[src/rtl/training_scheduler.sv]
`default_nettype none
// ---------------------------------------------------------------------------
// training_scheduler : sequences forward/training passes over samples and
// epochs, accumulates absolute loss and commits trained weights.
// Revision: 1.0
// ---------------------------------------------------------------------------
module training_scheduler #(
  parameter int DATA_W    = 16,
  parameter int SAMPLE_AW = 4,
  parameter int EPOCH_W   = 8,
  parameter int TIMEOUT   = 1024
) (
  input  logic                   clk,
  input  logic                   rst_n,
  input  logic                   start,
  input  logic                   abort,
  input  logic [SAMPLE_AW:0]     num_samples,
  input  logic [EPOCH_W-1:0]     num_epochs,
  input  logic [14*DATA_W-1:0]   init_weights,
  output logic [SAMPLE_AW-1:0]   sample_idx,
  input  logic [DATA_W-1:0]      label,
  output logic                   fwd_start,
  input  logic                   fwd_done,
  input  logic [DATA_W-1:0]      fwd_output,
  output logic                   train_start,
  input  logic                   train_done,
  input  logic [14*DATA_W-1:0]   trained_weights,
  output logic [14*DATA_W-1:0]   active_weights,
  output logic                   busy,
  output logic                   done,
  output logic                   error,
  output logic [EPOCH_W-1:0]     epoch,
  output logic [23:0]            loss_acc
);

  localparam int LOSS_W = 24;
  localparam int NW     = 14 * DATA_W;
  localparam int CNT_W  = $clog2(TIMEOUT + 1);

  localparam logic [CNT_W-1:0]     TMO_LAST = CNT_W'(TIMEOUT - 1);
  localparam logic [CNT_W-1:0]     CNT_ONE  = 1;
  localparam logic [SAMPLE_AW:0]   NS_ONE   = 1;
  localparam logic [SAMPLE_AW-1:0] IDX_ONE  = 1;
  localparam logic [EPOCH_W-1:0]   EP_ONE   = 1;

  typedef enum logic [3:0] {
    S_IDLE        = 4'd0,
    S_FWD_START   = 4'd1,
    S_FWD_WAIT    = 4'd2,
    S_TRAIN_START = 4'd3,
    S_TRAIN_WAIT  = 4'd4,
    S_COMMIT      = 4'd5,
    S_NEXT        = 4'd6,
    S_DONE        = 4'd7,
    S_ERR         = 4'd8
  } state_t;

  state_t               state_q, state_d;
  logic [SAMPLE_AW-1:0] sample_idx_q, sample_idx_d;
  logic [EPOCH_W-1:0]   epoch_q, epoch_d;
  logic [LOSS_W-1:0]    loss_acc_q, loss_acc_d;
  logic [NW-1:0]        weights_q, weights_d;
  logic                 error_q, error_d;
  logic [CNT_W-1:0]     tmo_q, tmo_d;
  logic [SAMPLE_AW:0]   num_samples_q, num_samples_d;
  logic [EPOCH_W-1:0]   num_epochs_q, num_epochs_d;

  // Signed difference is one bit wider than the operands so it never overflows.
  logic [DATA_W:0]   w_diff;
  logic [DATA_W:0]   w_abs;
  logic [LOSS_W:0]   w_loss_sum;
  logic [LOSS_W-1:0] w_loss_sat;
  logic              w_last_sample;
  logic [EPOCH_W-1:0] w_epoch_inc;

  always_comb begin
    w_diff        = {label[DATA_W-1], label} - {fwd_output[DATA_W-1], fwd_output};
    w_abs         = w_diff[DATA_W] ? (~w_diff + 1'b1) : w_diff;
    w_loss_sum    = {1'b0, loss_acc_q} + {{(LOSS_W - DATA_W){1'b0}}, w_abs};
    w_loss_sat    = w_loss_sum[LOSS_W] ? {LOSS_W{1'b1}} : w_loss_sum[LOSS_W-1:0];
    // All-ones index also wraps so an oversized sample count cannot run forever.
    w_last_sample = ({1'b0, sample_idx_q} == (num_samples_q - NS_ONE)) || (&sample_idx_q);
    w_epoch_inc   = epoch_q + EP_ONE;
  end

  always_comb begin
    state_d       = state_q;
    sample_idx_d  = sample_idx_q;
    epoch_d       = epoch_q;
    loss_acc_d    = loss_acc_q;
    weights_d     = weights_q;
    error_d       = error_q;
    tmo_d         = tmo_q;
    num_samples_d = num_samples_q;
    num_epochs_d  = num_epochs_q;

    if ((state_q != S_IDLE) && abort) begin
      state_d = S_IDLE;
    end else begin
      case (state_q)
        S_IDLE: begin
          if (start) begin
            if ((num_samples == '0) || (num_epochs == '0)) begin
              state_d = S_DONE;
            end else begin
              weights_d     = init_weights;
              sample_idx_d  = '0;
              epoch_d       = '0;
              loss_acc_d    = '0;
              error_d       = 1'b0;
              num_samples_d = num_samples;
              num_epochs_d  = num_epochs;
              state_d       = S_FWD_START;
            end
          end
        end
        S_FWD_START: begin
          tmo_d   = '0;
          state_d = S_FWD_WAIT;
        end
        S_FWD_WAIT: begin
          if (fwd_done) begin
            loss_acc_d = w_loss_sat;
            state_d    = S_TRAIN_START;
          end else if (tmo_q == TMO_LAST) begin
            error_d = 1'b1;
            state_d = S_ERR;
          end else begin
            tmo_d = tmo_q + CNT_ONE;
          end
        end
        S_TRAIN_START: begin
          tmo_d   = '0;
          state_d = S_TRAIN_WAIT;
        end
        S_TRAIN_WAIT: begin
          if (train_done) begin
            state_d = S_COMMIT;
          end else if (tmo_q == TMO_LAST) begin
            error_d = 1'b1;
            state_d = S_ERR;
          end else begin
            tmo_d = tmo_q + CNT_ONE;
          end
        end
        S_COMMIT: begin
          weights_d = trained_weights;
          state_d   = S_NEXT;
        end
        S_NEXT: begin
          if (w_last_sample) begin
            sample_idx_d = '0;
            epoch_d      = w_epoch_inc;
            state_d      = (w_epoch_inc == num_epochs_q) ? S_DONE : S_FWD_START;
          end else begin
            sample_idx_d = sample_idx_q + IDX_ONE;
            state_d      = S_FWD_START;
          end
        end
        S_DONE:  state_d = S_IDLE;
        S_ERR:   state_d = S_IDLE;
        default: state_d = S_IDLE;
      endcase
    end
  end

  always_ff @(posedge clk or negedge rst_n) begin
    if (!rst_n) begin
      state_q       <= S_IDLE;
      sample_idx_q  <= '0;
      epoch_q       <= '0;
      loss_acc_q    <= '0;
      weights_q     <= '0;
      error_q       <= 1'b0;
      tmo_q         <= '0;
      num_samples_q <= '0;
      num_epochs_q  <= '0;
    end else begin
      state_q       <= state_d;
      sample_idx_q  <= sample_idx_d;
      epoch_q       <= epoch_d;
      loss_acc_q    <= loss_acc_d;
      weights_q     <= weights_d;
      error_q       <= error_d;
      tmo_q         <= tmo_d;
      num_samples_q <= num_samples_d;
      num_epochs_q  <= num_epochs_d;
    end
  end

  assign fwd_start      = (state_q == S_FWD_START);
  assign train_start    = (state_q == S_TRAIN_START);
  assign busy           = (state_q != S_IDLE);
  assign done           = (state_q == S_DONE) || (state_q == S_ERR);
  assign error          = error_q;
  assign sample_idx     = sample_idx_q;
  assign epoch          = epoch_q;
  assign loss_acc       = loss_acc_q;
  assign active_weights = weights_q;

endmodule
`default_nettype wire

[config.mk]
export PLATFORM = sky130hd
export DESIGN_NAME = training_scheduler
export DESIGN_NICKNAME = d
export VERILOG_FILES = /design/src/rtl/training_scheduler.sv
export SDC_FILE = /design/constraint.sdc
export NUM_CORES = 1
export LEC_CHECK = 0
export ABC_CLOCK_PERIOD_IN_PS = 3020
export CELL_PAD_IN_SITES_DETAIL_PLACEMENT = 1
export CELL_PAD_IN_SITES_GLOBAL_PLACEMENT = 1
export CORE_AREA = 5 5 295 297
export CTS_CLUSTER_DIAMETER = 120
export CTS_CLUSTER_SIZE = 40
export DETAILED_ROUTE_END_ITERATION = 16
export DIE_AREA = 0 0 300 302
export GPL_TIMING_DRIVEN = 0
export MAX_ROUTING_LAYER = met4
export PLACE_DENSITY = 0.64
export SYNTH_ARGS = -nofsm -noshare
export SYNTH_HDL_FRONTEND = slang
export SYNTH_SLANG_ARGS = --single-unit
[constraint.sdc]
create_clock -name clk -period 3.02 [get_ports clk]
set_clock_uncertainty 0.2 [all_clocks]
set_input_delay 0.604 -clock clk [delete_from_list [all_inputs] [get_ports clk]]
set_output_delay 0.604 -clock clk [all_outputs]
set_load 0.02 [all_outputs]
==> results of run 1 <==
==> power breakdown <==
part	leakage (uW)	total (uW)	internal [uW]	switching, uW
logic	0.00648	13400	5900	7520
registers	0.00334	6740	5580	1170
clock network	0.000304	2930	1190	1750
total	0.0101	23100	12700	10400
==> cells in the final DEF, fill, tap and decap left out, drive strengths merged, types with 8 or more instances in the layout <==
cell type,Yosys,layout
nor3,14,14
mux2i,227,227
ha,40,40
inv,40,47
clkdlybuf4s50,0,742
a21oi,273,273
nand2,56,56
mux2,12,12
nor2,279,279
nand3,18,18
o21ai,48,48
and3,9,9
xnor2,30,30
clkbuf,66,84
a31oi,9,9
buf,24,81
nand2b,17,17
xor2,29,29
diode,0,18
or2,9,9
o21a,9,9
nor4,8,8
a21o,13,13
dfrtp,289,289
==> path summary, 6_finish.rpt <==
check | from | end | slack [ns] | cells after the start
setup / recovery | fwd_output[7] | loss_acc[19]$_DFFE_PN0P_ | -1.68 | 22
max in group asynchronous | rst_n | active_weights[202]$_DFFE_PN0P_ | 1.04 | 3
hold reg to reg | tmo_q[10]$_DFFE_PN0P_ | tmo_q[10]$_DFFE_PN0P_ | 0.31 | 1
setup reg to reg | state_q[2]$_DFFE_PN0P_ | loss_acc[5]$_DFFE_PN0P_ | -0.17 | 10
hold / removal | tmo_q[10]$_DFFE_PN0P_ | tmo_q[10]$_DFFE_PN0P_ | 0.31 | 1
min in group asynchronous | rst_n | active_weights[113]$_DFFE_PN0P_ | 0.41 | 2
==> synth_stat cells, types with 4 or more instances <==
| cell | n |
|---|---|
| a211oi_1 | 6 |
| a21o_1 | 13 |
| a21oi_1 | 272 |
| a221o_1 | 6 |
| a31oi_1 | 9 |
| a41oi_1 | 5 |
| and2_1 | 4 |
| and3_1 | 7 |
| buf_1 | 10 |
| buf_2 | 11 |
| clkbuf_1 | 65 |
| dfrtp_1 | 289 |
| ha_1 | 40 |
| inv_1 | 40 |
| mux2_2 | 12 |
| mux2i_1 | 227 |
| nand2_1 | 56 |
| nand2b_1 | 17 |
| nand3_1 | 18 |
| nand3b_1 | 5 |
| nand4_1 | 4 |
| nor2_1 | 278 |
| nor2b_1 | 7 |
| nor3_1 | 13 |
| nor3b_1 | 4 |
| nor4_1 | 6 |
| o211ai_1 | 7 |
| o21a_1 | 9 |
| o21ai_0 | 48 |
| o31ai_1 | 5 |
| or2_2 | 8 |
| xnor2_1 | 30 |
| xor2_1 | 29 |
==> logic make-up after synthesis <==
kind of cell,Yosys count,share of synthesized area [%]
compound gates,415,15.45
xor+xnor,59,3.314
fa+ha+maj,42,3.467
buf+inv,130,3.370
flops,289,46.38
mux,239,15.44
simple gates,444,12.58
==> per-stage QoR <==
step                      instance area (sq um)  hold WS (ns)  util [%]
final                                     26300        0.3096     31.18
after global routing                      26290        0.3518     31.16
after CTS                                 25970        0.3170     30.79
after detailed placement                  24770        0.2930     29.37
after global placement                    24690        0.2820     29.27
after floorplan                           15690        0.1084         -
==> state kept, by name, summed over array words and instances, names as in the netlist <==
signal and count:
loss_acc 24, epoch 8, error 1, tmo_q 11, state_q 4, num_samples_q 5
num_epochs_q 8, active_weights 224, sample_idx 4
==> final cells by class <==
class | instances | area (sq um) | area share (%)
Buffer | 88 | 481.7 | 1.832
Clock inverter | 13 | 216.5 | 0.8232
Timing Repair Buffer | 812 | 8018 | 30.49
Antenna cell | 18 | 45.04 | 0.1713
Clock buffer | 17 | 425.4 | 1.618
Inverter | 40 | 152.6 | 0.5805
Multi-Input combinational cell | 1199 | 8359 | 31.79
Tap cell | 1090 | 1364 | 5.187
Sequential cell | 289 | 7233 | 27.51
==> per-layer routing <==
metal  vias up  GRT usage [%]
li1       7341              -
met1      7900          20.03
met2       476          32.07
met3        97          4.328
met4         0          3.650
met5         -              -
==> what timing repair did <==
item / 4_1_cts / 5_1_grt
resized for setup: 170 / 72
hold endpoints to repair: 75 / 0
setup endpoints to repair: 257 / 203
cloned: 1 / 0
buffers inserted: 34 / 11
hold buffers: 1 / 0
pin swaps: 51 / 22
==> reports/metrics.yaml, run 1 <==
run_status:
  outcome: "finished, violations left"
  failed_checks: "setup timing"
worst_setup_path:
  cp.required_ns: 3.28
  setup.worst_path.start_class: "primary input"
  crit_chain: "buf_6 -> inv_4 -> ha_4 -> nand2_2 -> or4b_4 -> o21a_1 -> a2111o_1 -> a41oi_2 -> a21oi_4 -> buf_8 -> nor2_4 -> xnor2_2 -> ha_4 -> a21oi_4 -> nand4b_1 -> a211o_1 -> a211oi_4 -> o2111ai_4 -> a211oi_4 -> buf_6 -> a41oi_2 -> o32ai_1"
  crit_family: "compound AO/OA/AOI/OAI gates"
  cp_max_fo: 6
  crit_arrival_ns: 4.96
  worstSetupPathType: "in -> reg"
  slowest_delay_ns: 0.46
  critPathCaptureType: "flop"
  critPathSlowestCell: "or4b_4"
  worst-path-buf-inv: 4
logic_synthesis:
  synth_seq_cells: 289
  ys_warn_count: 0
  syn_area_sq_um: 15590
  syn_nets: 2159
  seq_area_frac_synth_pct: 46.38
  yosys.area.top_type_share_pct: 46.38
  synth_top_cell_by_area: "dfrtp_1"
  synth_edf_count: 0
  synthArstFlopShare_pct: 100.0
  syn_area_per_cell_sq_um: 9.636
  synth_area_leaders: "dfrtp_1 46%, mux2i_1 15%, a21oi_1 8.7%"
  synth_cell_type_count: 71
  synth_flop_cell: "dfrtp_1"
  synthCells: 1618
floorplan:
  ios: 764
  die_y_microns: 302
  initial_core_util_pct: 18.49
  die-width_microns: 300
  core_sq_um: 84340
  rows: 107
  dieArea_sq_um: 90600
detailed_routing:
  dr_wl_met3_mm: 5.146
  met1_length_mm: 32.49
  drc_errors: 0
  wl_met2_mm: 43.55
  firstDrtPassIters: 4
  wire_per_inst_microns: 23.36
  detail-route-antenna-nets: 0
  dr.max_layer_used: "met4"
  dr_total_vias: 15814
  via_per_inst: 4.435
  first_iter_violations: 702
  wl_mm: 83.30
cts:
  cts_tree: "yes"
  clock-sinks: 289
  cts_htree_levels: 1
  clkLatencyLatePin_ns: 0.55
  clockRootBuffer: "clkbuf_16"
  clkTransAtPathRegs_ns: 0.11
  cts_buffers: 17
  clock_path_buffers: 3
power:
  power_density_nw_per_um2: 878.5
  ir_drop_mv: 0.4940
  leakagePower_uw: 0.01013
  finalPower_uw: 23100
placement:
  gp_congestion: 0.9210
  dp.cells: 3474
  place_ws_ns: -3.223
  dp_hpwl_mm: 68.53
  io_buffers: 763
cells_and_area:
  n_fill_cell: 9612
  finalNonFillerCells: 3566
  drive_gt1_share_pct: 11.03
  area_growth_pct: 68.65
  nets: 2988
timing:
  fin_crit_sh_pct: 155.6
  finalCriticalPeriod_ns: 4.701
  fin_ws_ns: -1.681
  slew_headroom_pct: 37.24
  finalSetupViolations: 24
  rsz0062_at_grt: "true"
  worst_slew_pin_slew_ns: 0.9380
  hold_viol_final: 0
  fin_tns_setup_ns: -39.05
  fmax_ghz: 0.2127
  final_max_slew_viol_count: 0
global_route:
  antenna_found_initial: 33
  grt_pass1_wl_mm: 118.3
  grt_pass1_vias: 17722
  grt_overflow_total: 0
  grt_max_degree: 110
  track_usage_pct: 17.74
worst_hold_path:
  hold_class: "reg -> reg"
job:
  maxCapViolCount: 0
No activity file was read; power rests on OpenSTA's default activity.
==> run 2, diff against run 1 <==
==> config.mk (replaced) <==
export PLATFORM = sky130hd
export DESIGN_NAME = training_scheduler
export DESIGN_NICKNAME = d
export VERILOG_FILES = /design/src/rtl/training_scheduler.sv
export SDC_FILE = /design/constraint.sdc
export NUM_CORES = 1
export LEC_CHECK = 0
export ABC_CLOCK_PERIOD_IN_PS = 4600
export CORE_AREA = 5 5 293 295
export CTS_CLUSTER_DIAMETER = 120
export CTS_CLUSTER_SIZE = 40
export DETAILED_ROUTE_END_ITERATION = 16
export DIE_AREA = 0 0 298 300
export MAX_ROUTING_LAYER = met4
export PLACE_DENSITY = 0.53
export SYNTH_ARGS = -nofsm -noshare
export SYNTH_HDL_FRONTEND = slang
export SYNTH_SLANG_ARGS = --single-unit
==> constraint.sdc (replaced) <==
create_clock -name clk -period 4.6 [get_ports clk]
set_clock_uncertainty 0.2 [all_clocks]
set_input_delay 0.92 -clock clk [delete_from_list [all_inputs] [get_ports clk]]
set_output_delay 0.92 -clock clk [all_outputs]
set_load 0.02 [all_outputs]
==> run 2 against run 1 <==
Effect of this change:
- the flow still finishes with violations (setup timing)
- flip-flop and latch count stayed put
- non-clock buffer count up 20
- global-route usage down 1.4 points
- core utilization up 0.86 points
- critical endpoint is now loss_acc[12]$_DFFE_PN0P_
- final area is 0.98% higher
- critical path type unchanged
- die area down 1.3%
- critical path depth decreased by 1
==> reports/metrics.yaml, run 2 (synthesis results as in run 1) <==
worst_setup_path:
  worstSetupPathType: "in -> reg"  # unchanged
  crit_chain: "buf_6 -> ha_4 -> nand2_2 -> or4b_4 -> o21a_1 -> a2111o_1 -> a41oi_4 -> a21oi_4 -> nor2_4 -> xnor2_2 -> ha_1 -> a21oi_2 -> nand4b_1 -> a211o_1 -> a211oi_4 -> o2111ai_4 -> buf_6 -> a2111oi_4 -> buf_6 -> a21oi_2 -> o21ai_1"  # was buf_6 -> inv_4 -> ha_4 -> nand2_2 -> or4b_4 -> o21a_1 -> a2111o_1 -> a41oi_2 -> a21oi_4 -> buf_8 -> nor2_4 -> xnor2_2 -> ha_4 -> a21oi_4 -> nand4b_1 -> a211o_1 -> a211oi_4 -> o2111ai_4 -> a211oi_4 -> buf_6 -> a41oi_2 -> o32ai_1
  critPathCaptureType: "flop"  # unchanged
  critPathSlowestCell: "or4b_4"  # unchanged
  crit_top_cell: "buf_6"
  crit_family: "compound AO/OA/AOI/OAI gates"  # unchanged
  cp_max_fo: 7  # was 6
  setup.worst_path.start_class: "primary input"  # unchanged
  crit_arrival_ns: 5.27  # was 4.96 ns
  cp.required_ns: 4.87  # was 3.28 ns
  worst-path-buf-inv: 3  # was 4
  slowest_delay_ns: 0.46  # about the same
global_route:
  grt_pass1_vias: 15920  # was 17722
  track_usage_pct: 16.30  # was 17.74%
  grt_overflow_total: 0  # unchanged
  antenna_found_initial: 31  # was 33
  grt_max_degree: 98  # was 110
  grt_pass1_wl_mm: 107.3  # was 118.3 mm
cts:
  clockRootBuffer: "clkbuf_16"  # unchanged
  clock-sinks: 289  # unchanged
  cts_htree_levels: 1  # unchanged
  ctsHoldBuffers: 0  # was 1
  clkLatencyLatePin_ns: 0.54  # was 0.55 ns
  clkTransAtPathRegs_ns: 0.15  # was 0.11 ns
  clock_path_buffers: 3  # unchanged
  cts_buffers: 15  # was 17
  cts_tree: "yes"  # unchanged
floorplan:
  initial_core_util_pct: 18.81  # was 18.49%
  rows: 106  # was 107
  ios: 764  # unchanged
  die-width_microns: 298  # was 300 microns
  core_sq_um: 82890  # was 84340 sq um
  dieArea_sq_um: 89400  # was 90600 sq um
  die_y_microns: 300  # was 302 microns
cells_and_area:
  final_cell_mix: "746 x clkdlybuf4s50_1, 289 x dfrtp_1, 272 x nor2_1, 262 x a21oi_1, 227 x mux2i_1"  # was 742 x clkdlybuf4s50_1, 288 x dfrtp_1, 271 x nor2_1, 260 x a21oi_1, 227 x mux2i_1
  area_growth_pct: 70.32  # was 68.65%
  final_common_cell: "clkdlybuf4s50_1"  # unchanged
  drive_gt1_share_pct: 11.76  # was 11.03%
  largest_reg_flops: 224  # unchanged
  nets: 3007  # was 2988
  finalNonFillerCells: 3572  # was 3566
detailed_routing:
  detail-route-antenna-nets: 0  # unchanged
  firstDrtPassIters: 5  # was 4
  first_iter_violations: 858  # was 702
  wl_mm: 75.38  # was 83.30 mm
  dr_total_vias: 15383  # was 15814
  via_per_inst: 4.307  # was 4.435
  wire_per_inst_microns: 21.10  # was 23.36 microns
  drc_errors: 0  # unchanged
power:
  power_density_nw_per_um2: 556.2  # was 878.5 nW/um^2
  leakagePower_uw: 0.01028  # was 0.01013 uW
  ir_drop_mv: 0.3262  # was 0.4940 mV
run_status:
  failed_checks: "setup timing"  # unchanged
  outcome: "finished, violations left"  # unchanged
placement:
  dp_hpwl_mm: 61.43  # was 68.53 mm
  io_buffers: 763  # unchanged
  dp.cells: 3507  # was 3474
  place_ws_ns: -1.334  # was -3.223 ns
  gp_congestion: 0.9578  # was 0.9210
timing:
  fin_ws_ns: -0.3986  # was -1.681 ns
  finalSetupViolations: 24  # unchanged
  fin_crit_sh_pct: 108.7
  fin_tns_setup_ns: -6.615  # was -39.05 ns
  hold_viol_final: 0  # unchanged
  finalCriticalPeriod_ns: 4.999
  worst_slew_pin_slew_ns: 0.9336  # was 0.9380 ns
  slew_headroom_pct: 37.22  # was 37.24%
  final_max_slew_viol_count: 0  # unchanged
  fmax_ghz: 0.2001
  rsz0062_at_grt: "true"  # unchanged
worst_hold_path:
  hold_class: "in -> async"  # was reg -> reg
job:
  maxCapViolCount: 0  # unchanged
## run 2: layer usage
layer  vias up  share of wire (%)  track usage (%)  wire length [microns]
met3        66                7.2            4.571                   5406
met5         -                  0                -                      0
li1       7410                  -                -                      -
met2       522                 50            27.72                  37480
met4         0                2.0            3.483                   1503
met1      7385                 41            19.41                  30990
## run 2: final timing paths
kind / cells after the start / from / end / slack, ns
hold / removal: 1 / rst_n / active_weights[37]$_DFFE_PN0P_ / 0.16
setup reg to reg: 6 / state_q[2]$_DFFE_PN0P_ / state_q[2]$_DFFE_PN0P_ / 1.38
min in group clk: 1 / tmo_q[10]$_DFFE_PN0P_ / tmo_q[10]$_DFFE_PN0P_ / 0.32
hold reg to reg: 1 / tmo_q[10]$_DFFE_PN0P_ / tmo_q[10]$_DFFE_PN0P_ / 0.32
setup / recovery: 21 / label[7] / loss_acc[12]$_DFFE_PN0P_ / -0.40
max in group asynchronous: 2 / rst_n / active_weights[164]$_DFFE_PN0P_ / 3.13
## run 2: cell type report
class	instances	area (sq um)
Timing Repair Buffer	920	8974
Antenna cell	18	45.04
Tap cell	1080	1351
Inverter	40	152.6
Sequential cell	289	7232
Multi-Input combinational cell	1200	8214
Clock buffer	15	375.4
Fill cell	8476	56340
Clock inverter	10	210.2
## run 2: power by group
part / switching (uW) / leakage [uW] / internal [uW]
logic: 4610 / 0.00666 / 3950
registers: 737 / 0.00334 / 3660
clock network: 1110 / 0.000279 / 708
## run 2: metrics by stage
stage	total power (uW)	utilization (%)	hold slack, ns	instance area (sq um)
floorplan	8602	-	0.2702	15690
global placement	12800	30.76	0.2784	25500
detailed placement	12890	30.76	0.2911	25500
CTS	14920	31.80	0.1384	26360
global route	15750	32.03	0.1729	26550
finish	14770	32.03	0.1630	26550
## run 2: timing repair
item / CTS / global route
pin swaps: 51 / 35
gates resized for setup: 93 / 28
endpoints found under the setup margin: 24 / 24
gates cloned: 2 / 0
setup buffers: 12 / 9
==> run 3, diff against run 2 <==
==> config.mk (replaced) <==
export PLATFORM = sky130hd
export DESIGN_NAME = training_scheduler
export DESIGN_NICKNAME = d
export VERILOG_FILES = /design/src/rtl/training_scheduler.sv
export SDC_FILE = /design/constraint.sdc
export NUM_CORES = 1
export LEC_CHECK = 0
export ABC_CLOCK_PERIOD_IN_PS = 6400
export CAP_MARGIN = 20
export CORE_AREA = 4 4 295 297
export CTS_CLUSTER_DIAMETER = 120
export CTS_CLUSTER_SIZE = 40
export DETAILED_ROUTE_END_ITERATION = 16
export DIE_AREA = 0 0 299 301
export MAX_ROUTING_LAYER = met4
export PLACE_DENSITY = 0.52
export SYNTH_ARGS = -nofsm -noshare
export SYNTH_HDL_FRONTEND = slang
export SYNTH_SLANG_ARGS = --single-unit
==> constraint.sdc (replaced) <==
create_clock -name clk -period 6.4 [get_ports clk]
set_clock_uncertainty 0.2 [all_clocks]
set_input_delay 1.28 -clock clk [delete_from_list [all_inputs] [get_ports clk]]
set_output_delay 1.28 -clock clk [all_outputs]
set_load 0.02 [all_outputs]
==> run 3 against run 2 <==
Effect of this change:
- the run now ends clean
- highest routed layer unchanged
- critical endpoint is now loss_acc[21]$_DFFE_PN0P_
- hold slack improved by 0.15 ns
- largest power group unchanged
- flip-flop and latch count did not move
- sequential power is 28% lower
- critical path type unchanged
- via count decreased by 1.4%
==> reports/metrics.yaml, run 3 (synthesis results as in run 1) <==
run_status:
  outcome: "complete, no violations"  # was finished, violations left
timing:
  final_max_slew_viol_count: 0  # unchanged
  finalCriticalPeriod_ns: 5.990
  fin_crit_sh_pct: 93.59
  slew_headroom_pct: 38.18  # was 37.22%
  hold_ws_ns: 0.3111  # was 0.1630 ns
  rsz0062_at_grt: "false"  # was true
  fmax_ghz: 0.1670
  finalSetupViolations: 0  # was 24
  hold_viol_final: 0  # unchanged
  worst_slew_pin_slew_ns: 0.9254  # was 0.9336 ns
cts:
  cts_tree: "yes"  # unchanged
  clockRootBuffer: "clkbuf_16"  # unchanged
  ctsHoldBuffers: 0  # unchanged
  post_cts_buffers: 0  # was 12
  clock-sinks: 289  # unchanged
  clkLatencyLatePin_ns: 0.57  # was 0.54 ns
  post_cts_resized: 0  # was 93
  cts_htree_levels: 1  # unchanged
  cts_buffers: 17  # was 15
  clkTransAtPathRegs_ns: 0.13  # was 0.15 ns
  clock_path_buffers: 3  # unchanged
worst_hold_path:
  hold_end: "tmo_q[10]$_DFFE_PN0P_"
  hold_class: "reg -> reg"  # was in -> async
  hold_depth: 1
  hp-start: "tmo_q[10]$_DFFE_PN0P_"
detailed_routing:
  wl_mm: 78.76  # was 75.38 mm
  dr_total_vias: 15166  # was 15383
  first_iter_violations: 883  # was 858
  firstDrtPassIters: 5  # unchanged
  wire_per_inst_microns: 22.19  # was 21.10 microns
  drc_errors: 0  # unchanged
  via_per_inst: 4.273  # was 4.307
  detail-route-antenna-nets: 0  # unchanged
worst_setup_path:
  critPathCaptureType: "flop"  # unchanged
  worstSetupPathType: "in -> reg"  # unchanged
  rr_worst_depth: 6  # unchanged
  crit_arrival_ns: 6.24  # was 5.27 ns
  setup.worst_path.start_class: "primary input"  # unchanged
  worstReg2RegEnd: "loss_acc[15]$_DFFE_PN0P_"  # was state_q[2]$_DFFE_PN0P_
  worst-r2r-setup-slack_ns: 2.87  # was 1.38 ns
  cp.required_ns: 6.65  # was 4.87 ns
  regToRegStartpoint: "state_q[2]$_DFFE_PN0P_"  # unchanged
  cp_max_fo: 9  # was 7
floorplan:
  rows: 107  # was 106
  ios: 764  # unchanged
  die_y_microns: 301  # was 300 microns
  core_sq_um: 84610  # was 82890 sq um
  die-width_microns: 299  # was 298 microns
  initial_core_util_pct: 18.43  # was 18.81%
  dieArea_sq_um: 90000  # was 89400 sq um
cells_and_area:
  largest_reg_flops: 224  # unchanged
  multi_input_area_sq_um: 7844  # was 8214 sq um
  drive_gt1_share_pct: 5.208  # was 11.76%
  regArea_sq_um: 7232  # unchanged
  fin_area_sq_um: 25570  # was 26550 sq um
  area_growth_pct: 64.00  # was 70.32%
  nets: 2911  # was 3007
  final_common_cell: "clkdlybuf4s50_1"  # unchanged
  final_cell_mix: "762 x clkdlybuf4s50_1, 289 x dfrtp_1, 277 x nor2_1, 272 x a21oi_1, 227 x mux2i_1"  # was 746 x clkdlybuf4s50_1, 289 x dfrtp_1, 272 x nor2_1, 262 x a21oi_1, 227 x mux2i_1
  n_fill_cell: 8862  # was 8476
job:
  maxCapViolCount: 0  # unchanged
global_route:
  met2_usage_pct: 27.20  # was 27.72%
  track_usage_pct: 16.96  # was 16.30%
  grt_overflow_total: 0  # unchanged
  met1_usage_pct: 20.29  # was 19.41%
  grt_max_degree: 164  # was 98
  use_met3_pct: 5.616  # was 4.571%
  grt.busiest_layer: "met2"  # unchanged
  antenna_found_initial: 42  # was 31
  grt_pass1_vias: 15499  # was 15920
  grt_pass1_wl_mm: 109.5  # was 107.3 mm
placement:
  gp_congestion: 0.9648  # was 0.9578
  dp_hpwl_mm: 64.46  # was 61.43 mm
  post_dp_cell_area_sq_um: 24860  # was 25500 sq um
  io_buffers: 763  # unchanged
power:
  leakagePower_uw: 0.009760  # was 0.01028 uW
  switching_power_uw: 4603  # was 6458 uW
  power_frac_clock_pct: 13.3  # was 12.3%
  switching_share_pct: 44.05  # was 43.72%
  power_frac_seq_pct: 30.2  # was 29.8%
  internal_power_uw: 5848  # was 8312 uW
  ir_drop_mv: 0.2293  # was 0.3262 mV
  pwr-share-comb_pct: 56.5  # was 58.0%
  power_density_nw_per_um2: 408.7  # was 556.2 nW/um^2
run 3: cell types whose count changed in the layout (fill, tap and decap cells not counted), moves of 7 or more:
cell,delta
a21oi_1,+10
a21oi_2,-9
buf_4,-85
buf_6,-9
clkdlybuf4s50_1,+16
ha_1,+7
o21ai_0,+20
o21ai_2,-13
run 3: how the worst max path moves through the flow:
stage / start / slack, ns / end / depth (start not counted)
3_3_place_gp: fwd_output[7] / -0.08 / loss_acc[12]$_DFFE_PN0P_ / 22
6_report: fwd_output[7] / 0.41 / loss_acc[21]$_DFFE_PN0P_ / 21
3_5_place_dp: fwd_output[7] / -0.13 / loss_acc[12]$_DFFE_PN0P_ / 21
5_1_grt: label[0] / 0.10 / loss_acc[12]$_DFFE_PN0P_ / 24
4_1_cts: fwd_output[7] / 0.46 / loss_acc[12]$_DFFE_PN0P_ / 21
2_1_floorplan: label[0] / 0.60 / loss_acc[18]$_DFFE_PN0P_ / 22
run 3: per-layer routing:
layer | part of all wire, % | wire [microns]
met1 | 41 | 32340
met2 | 48 | 37490
met3 | 8.6 | 6787
met4 | 2.7 | 2150
met5 | 0 | 0
run 3: layout make-up:
class,count,share of cell area [%]
clock inverter,12,0.8514
timing repair buffer,823,32.09
clock buffer,18,1.678
antenna,24,0.2349
multi-input combinational,1199,30.68
sequential,289,28.28
inverter,40,0.5872
tap,1144,5.598
run 3: worst max-delay path: stages:
cell and delay [ns]:
clkdlybuf4s50_1 0.47, inv_1 0.04, ha_1 0.29, nand2_1 0.10
or4b_4 0.47, o21a_1 0.21, a2111o_1 0.38, a41oi_1 0.25
a21oi_2 0.05, buf_4 0.17, nor2_1 0.13, xor2_1 0.10
ha_1 0.37, o21a_1 0.15, o21ai_0 0.10, or3_1 0.39
o21a_1 0.21, o211ai_1 0.21, a41o_1 0.38, a41oi_1 0.18
a311o_1 0.32
run 3: through the flow:
| stage | power [uW] | instances | setup WS (ns) | setup TNS [ns] | utilization [%] |
|---|---|---|---|---|---|
| floorplan | 6163 | 1618 | 0.5971 | 0 | - |
| CTS | 10600 | 3525 | 0.4575 | 0 | 30.15 |
| global route | 11150 | 3548 | 0.1030 | 0 | 30.22 |
| detailed placement | 9124 | 3495 | -0.1321 | -1.829 | 29.38 |
| finish | 10450 | 3549 | 0.4102 | 0 | 30.22 |
| global placement | 9063 | 3495 | -0.07701 | -0.6426 | 29.38 |
run 3: power by group through the flow:
stage | registers, uW | clock network, uW | logic, uW
final | 3160 | 1390 | 5900
after global routing | 3270 | 1510 | 6380
after CTS | 3160 | 1460 | 5970
after detailed placement | 3180 | 0 | 5940
after floorplan | 4010 | 0 | 2150
after global placement | 3160 | 0 | 5900
